<file path="src/rtl/rv32i_mem_arbiter.sv">
// rv32i_mem_arbiter: shares one single-ported sync SRAM between the fetch and data ports.
// Data wins collisions until fetch has waited STARVE_MAX consecutive data grants.
module rv32i_mem_arbiter #(
    parameter int ADDR_W     = 12,
    parameter int STARVE_MAX = 4
) (
    input  logic              clk_i,
    input  logic              rst_ni,
    input  logic              i_req_i,
    input  logic [31:0]       i_addr_i,
    output logic              i_ready_o,
    output logic              i_rvalid_o,
    output logic [31:0]       i_rdata_o,
    input  logic              d_req_i,
    input  logic              d_we_i,
    input  logic [3:0]        d_wstrb_i,
    input  logic [31:0]       d_addr_i,
    input  logic [31:0]       d_wdata_i,
    output logic              d_ready_o,
    output logic              d_rvalid_o,
    output logic [31:0]       d_rdata_o,
    output logic              m_en_o,
    output logic [3:0]        m_we_o,
    output logic [ADDR_W-1:0] m_addr_o,
    output logic [31:0]       m_wdata_o,
    input  logic [31:0]       m_rdata_i
);
    localparam logic [3:0] SMAX = 4'(STARVE_MAX);
    logic [3:0] starve_q, starve_d;
    logic       resp_v_q, resp_v_d;
    logic       resp_sel_q, resp_sel_d;
    logic       resp_wr_q, resp_wr_d;
    logic       grant_i, grant_d;
    logic       unused_addr_bits;
    assign unused_addr_bits = ^{i_addr_i[31:ADDR_W+2], i_addr_i[1:0], d_addr_i[31:ADDR_W+2], d_addr_i[1:0]};
    always_comb begin
        grant_d    = rst_ni && d_req_i && !(i_req_i && starve_q == SMAX);
        grant_i    = rst_ni && i_req_i && !grant_d;
        starve_d   = (i_req_i && grant_d) ? ((starve_q == SMAX) ? SMAX : starve_q + 4'd1) : 4'd0;
        resp_v_d   = grant_i || grant_d;
        resp_sel_d = grant_d;
        resp_wr_d  = grant_d && d_we_i;
    end
    assign i_ready_o = grant_i;
    assign d_ready_o = grant_d;
    assign m_en_o    = grant_i || grant_d;
    assign m_addr_o  = grant_d ? d_addr_i[ADDR_W+1:2] : (grant_i ? i_addr_i[ADDR_W+1:2] : '0);
    assign m_we_o    = (grant_d && d_we_i) ? d_wstrb_i : 4'd0;
    assign m_wdata_o = grant_d ? d_wdata_i : 32'd0;
    // rvalid is gated by rst_ni so a response due while reset is asserted is dropped
    assign i_rvalid_o = rst_ni && resp_v_q && !resp_sel_q;
    assign d_rvalid_o = rst_ni && resp_v_q && resp_sel_q;
    assign i_rdata_o  = i_rvalid_o ? m_rdata_i : 32'd0;
    assign d_rdata_o  = (d_rvalid_o && !resp_wr_q) ? m_rdata_i : 32'd0;
    always_ff @(posedge clk_i) begin
        if (!rst_ni) begin
            starve_q   <= 4'd0;
            resp_v_q   <= 1'b0;
            resp_sel_q <= 1'b0;
            resp_wr_q  <= 1'b0;
        end else begin
            starve_q   <= starve_d;
            resp_v_q   <= resp_v_d;
            resp_sel_q <= resp_sel_d;
            resp_wr_q  <= resp_wr_d;
        end
    end
endmodule

</file>
<file path="config.mk">
export PLATFORM = sky130hd
export DESIGN_NAME = rv32i_mem_arbiter
export DESIGN_NICKNAME = d
export VERILOG_FILES = /design/src/rtl/rv32i_mem_arbiter.sv
export SDC_FILE = /design/constraint.sdc
export NUM_CORES = 1
export LEC_CHECK = 0
export CAP_MARGIN = 20
export CELL_PAD_IN_SITES_DETAIL_PLACEMENT = 1
export CELL_PAD_IN_SITES_GLOBAL_PLACEMENT = 2
export CORE_MARGIN = 10
export CORE_UTILIZATION = 10
export DETAILED_ROUTE_END_ITERATION = 7
export PLACE_DENSITY_LB_ADDON = 0.1
export SYNTH_ARGS = -nofsm -noshare
export SYNTH_HDL_FRONTEND = slang
export SYNTH_SLANG_ARGS = --single-unit
</file>
<file path="constraint.sdc">
create_clock -name clk_i -period 1.9 [get_ports clk_i]
set_clock_uncertainty 0.15 [all_clocks]
set_input_delay 0.38 -clock clk_i [delete_from_list [all_inputs] [get_ports clk_i]]
set_output_delay 0.38 -clock clk_i [all_outputs]
set_load 0.005 [all_outputs]
</file>
After elaboration in Yosys (flattened, before gate mapping)
Cells that the tools add are included.
- input bits: 137
- word-level logic and storage cells: 34
- output and inout bits: 117
- register bits after elaboration: 7
- eq/ne operators: 1
- bitwise gates (word level): 2
- reductions and logical operators: 18
- add/subtract/negate cells: 1
- multiplexer cells: 7
- operators with widths (cell ; number):
    32-bit two-way mux ; 3
    12-bit two-way mux ; 2
    1-bit logical AND ; 11
    4-bit by 1-bit adder with 4-bit output, second input constant ; 1
    4-bit by 3-bit equality test with 1-bit output, second input constant ; 1
    1-bit zero test ; 4
    4-bit two-way mux ; 1
    3-bit two-way mux ; 1
    3-bit OR reduction ; 1
    1-bit NOT ; 2
    2-bit AND reduction ; 1
    1-bit logical OR ; 1

Depth between registers and ports, before layout
- depth after elaboration: 8
- mapped depth: 6
- depth with buffers taken out: 5

Worst setup path after synthesis
Ideal clock, no wire load.
- kind: register to output
- start: reg starve_q[0]
- end: out m_we_o[0]
- setup slack: 81 ps
- stages on the path, launching flop included: 7
- buffers on the path: 1
- required time: 1370 ps
- arrival: 1289 ps
- cells stage by stage: dfxtp_1 inv_1 ha_1 nor2b_4 a31oi_4 buf_2 and3_1
- longest elaborated chain between the ends: 6
- ends and longest elaborated chain (what ; RTL line ; text):
    start: declaration ; 29 ; logic [3:0] starve_q, starve_d;
    start signal: assignment ; 62 ; starve_q <= starve_d;
    4-bit by 3-bit equality test with 1-bit output ; 37 ; grant_d = rst_ni && d_req_i && !(i_req_i && starve_q == SMAX);
    1-bit logical AND ; 37 ;
    1-bit zero test ; 37 ;
    1-bit logical AND ; 37 ;
    1-bit logical AND ; 48 ; assign m_we_o = (grant_d && d_we_i) ? d_wstrb_i : 4'd0;
    4-bit two-way mux ; 48 ;
    end: declaration ; 23 ; output logic [3:0] m_we_o,
No other way between the ends.

Final worst setup path
- start: reg starve_q[1]
- end: out m_addr_o[2]
- longest elaborated chain between the ends: 8
- ends and longest elaborated chain (what ; RTL line ; text):
    4-bit by 3-bit equality test with 1-bit output * ; 37 ;
    1-bit logical AND * ; 37 ;
    1-bit zero test * ; 37 ;
    1-bit logical AND * ; 37 ;
    1-bit zero test ; 38 ; grant_i = rst_ni && i_req_i && !grant_d;
    1-bit logical AND ; 38 ;
    12-bit two-way mux ; 47 ; assign m_addr_o = grant_d ? d_addr_i[ADDR_W+1:2] : (grant_i ? i_addr_i[ADDR_W+1:2] : '0);
    12-bit two-way mux * ; 47 ;
    end: declaration ; 24 ; output logic [ADDR_W-1:0] m_addr_o,
Every way passes the cells marked *; elsewhere a longest branch is shown, timed or not.

==> impl_results.md <==
- Detailed-placement wirelength estimate: just under 8000 um
- Clock Sinks: 7
- Maximum number of pins on one net before global-route repair: 34
- Routed WL per cell: 19.3 um
- Routed wire length: 10800 um
- Worst path arrival time: ~1.8 ns
- Rel. slew slack: approximately 83%
- Register bit total from synthesis: 7
- Post-DR vias/cell: 3.92
- Cts hold-fix bufs: 0
- Effective utilization at floorplan: between 10% and 20%
- Portion of the clock cycle consumed by the worst path in the final layout: 121%
- Area growth from synthesis to layout: 275%
- Critical register-to-register path endpoint: starve_q[2]
- Residual overflow from global routing: 0
- Number of top-level pins: roughly 250
- Clock buffer count from CTS: 3
- Floorplan die height: approximately 130 um
- Deepest level of the CTS H-tree: 1
- Count of standard-cell rows: 39
- Final Max Slew Viols: 0
- Hold Path Origin: rst_ni
- Total Negative Setup Slacks: -15.49 ns
- Seq/Total Area, Yosys: ~12%
- Post-Syn Area: ~1200 um2
- CTS tree: built
- Peak supply drop: around 220 uV
- Largest fanout on the critical path: 7
- Final period demand of the worst path: 2.30 ns
- Number of DRC violations after detailed-routing iteration 0: 38
- Leakage: 2.41 nW
- Element type at the critical path start: flop
- Power Density: between 200 and 300 nW/um2
- Result of the run: complete, but fails checks
- Post-CTS clock slew at the launch and capture registers of the worst setup and hold paths: roughly 0.040 ns
- Weighted congestion at the end of routability-driven global placement: approximately 0.7
- Maximum clock insertion buffer count: 2
- Die width: about 130 um
- Setup violators final: 95
- Worst r2r src: starve_q[0]
- Number of global-route vias before repair: approximately 2400
- Root buf cell: clkbuf_16
- Kind of capture point of the worst setup path: output pin
- Cell depth of the worst hold path: 2
- Vias after detailed routing: 2201
- Hold Path End: resp_v_q
- Least-Margin Pin Slew: approximately 0.25 ns
- Unrepaired setup endpoints after global routing: true
- Overall track demand over capacity in global routing: a little under an eighth
- TritonRoute pass-1 iters: 2
- Synth warnings: 0
- Post-route worst setup slack: -0.401 ns
- Maximum capacitance violations: 0
- Number of design rule violations left after detail routing: 0
- Number of filler instances in the final layout: 1320
- Total count of hold-check failures in the final report: 0
- Area of the placeable core: between 10000 and 15000 um2
- Wire length of the first global-routing pass: ~14000 um
- Required time at the endpoint of the critical path: approximately 1.4 ns
- Layout cells sized above 1: between 50% and 60%
- Fin nets: around 560
- Post-synthesis cell type count: 24
- Fraction of the core area covered by cells at the end of the flow: a little under two fifths
- Clock insertion delay at the later pin of the skew report: between 0.2 and 0.25 ns
- Setup slack of the worst register-to-register path: roughly 0.34 ns
- Min-delay worst type: in2reg
- Average size of a mapped cell: around 7.2 um2
- Kind of critical path: reg2out
- Failing checks: negative setup slack
- Remaining number of nets flagged by the antenna check after routing: 0
- Net count after synthesis: between 200 and 300
- Number of cells on the worst reg-to-reg path: 8
- Area enclosed by the die boundary: 16300 um2
- Number of antenna violations at the first check in global routing: 1
- Input/output buffers: approximately 210
- Gate count of the mapped netlist: 160
- Highest attainable clock frequency: ~430 MHz
[flip-flops by register name (all words and copies together), names as in the netlist]
name	count
starve_q	4
resp_v_q	1
resp_sel_q	1
resp_wr_q	1
[power by group]
part	switching [mW]	leakage, nW	internal (mW)
Clock	0.0792	0.0382	0.279
Sequential	0.00295	0.0586	0.153
Combinational	0.203	2.31	0.452
Total	0.285	2.41	0.884
[cells in the mapped netlist]
library cell / number / share of area (%)
and2_1: 97 / 52
a22o_2: 12 / 10
dfxtp_1: 7 / 12
and3_1: 5 / 2.7
nand2_1: 5 / 1.6
buf_4: 4 / 2.6
buf_2: 3 / 1.3
inv_1: 3 / 0.97
nor2_1: 3 / 0.97
nor3_1: 3 / 1.3
clkbuf_1: 2 / 0.65
clkbuf_2: 2 / 0.86
ha_1: 2 / 2.2
o21a_1: 2 / 1.3
a21oi_2: 1 / 0.76
a31oi_1: 1 / 0.54
a31oi_4: 1 / 1.8
and2b_1: 1 / 0.65
buf_6: 1 / 0.97
nand3_1: 1 / 0.43
nand3b_2: 1 / 0.97
nor2b_4: 1 / 1.2
nor4_1: 1 / 0.54
xor2_1: 1 / 0.76
[per-layer routing]
metal | GRT usage [%] | wire length, um | up-vias
met5 | 0 | 0 | -
met2 | 18.8 | 5070 | 153
met3 | 8.15 | 1630 | 4
met4 | 1.99 | 53 | 0
met1 | 11.3 | 4070 | 1011
li1 | - | - | 1033
[cell type report]
| cell class | count | area [um2] | area share, % |
|---|---|---|---|
| Sequential cell | 7 | 145 | 3.35 |
| Clock buffer | 4 | 78.8 | 1.82 |
| Inverter | 3 | 11.3 | 0.260 |
| Tap cell | 143 | 179 | 4.13 |
| Antenna cell | 1 | 2.50 | 0.0577 |
| Timing Repair Buffer | 265 | 2770 | 63.9 |
| Multi-Input combinational cell | 138 | 1150 | 26.5 |
[stage by stage]
step	cell area (um2)	hold slack, ns	power [mW]	setup slack, ns	instances
6_report	4340	0.296	1.17	-0.401	561
5_1_grt	4330	0.301	1.23	-0.471	560
3_3_place_gp	3560	0.371	0.685	-0.842	519
2_1_floorplan	1160	0.304	0.273	0.0812	160
3_5_place_dp	3560	0.393	0.686	-0.880	519
4_1_cts	3850	0.284	1.11	-0.409	536
[timing repair]
item                       in CTS  in global routing
resized for setup             340                179
pin swaps                      11                 26
gates cloned                    5                  6
setup buffers                   8                 20
setup endpoints to repair     117                113
[critical path, stage by stage, from the launching register on]
cell     delay [ns]
dfxtp_2        0.31
inv_2          0.06
ha_4           0.13
nor2b_4        0.16
a31oi_4        0.10
buf_12         0.16
buf_12         0.13
buf_16         0.13
a22o_4         0.24
buf_6          0.11
[cell families after synthesis]
group	synth area share (%)
compound gates	14.8
xor+xnor	0.757
fa+ha+maj	2.16
buf+inv	7.35
flops	12.1
simple gates	62.8
[worst max-delay path by stage]
stage | startpoint | end | slack (ns) | cells after the start
after global routing | starve_q[1] | m_addr_o[2] | -0.47 | 9
final | starve_q[1] | m_addr_o[2] | -0.40 | 9
after global placement | rst_ni | m_addr_o[1] | -0.84 | 6
after CTS | starve_q[1] | m_addr_o[4] | -0.41 | 9
after detailed placement | rst_ni | m_addr_o[1] | -0.88 | 6
after floorplan | starve_q[0] | m_we_o[0] | 0.08 | 6
[cell usage in the layout, fill, tap and decap left out, types with 2 or more instances in the layout]
cell,count
a22o_2,3
a22o_4,9
and2_1,57
and2_4,40
and3_1,4
buf_12,7
buf_16,5
buf_2,32
buf_4,25
buf_6,64
clkbuf_16,8
clkbuf_2,6
clkdlybuf4s50_1,93
dfxtp_1,3
dfxtp_2,4
dlygate4sd2_1,3
dlymetal6s2s_1,24
inv_2,2
nand2_1,3
nand2_2,2
nor2_1,2
nor3_1,3
o21a_1,2
No activity file was read; power rests on OpenSTA's default activity.
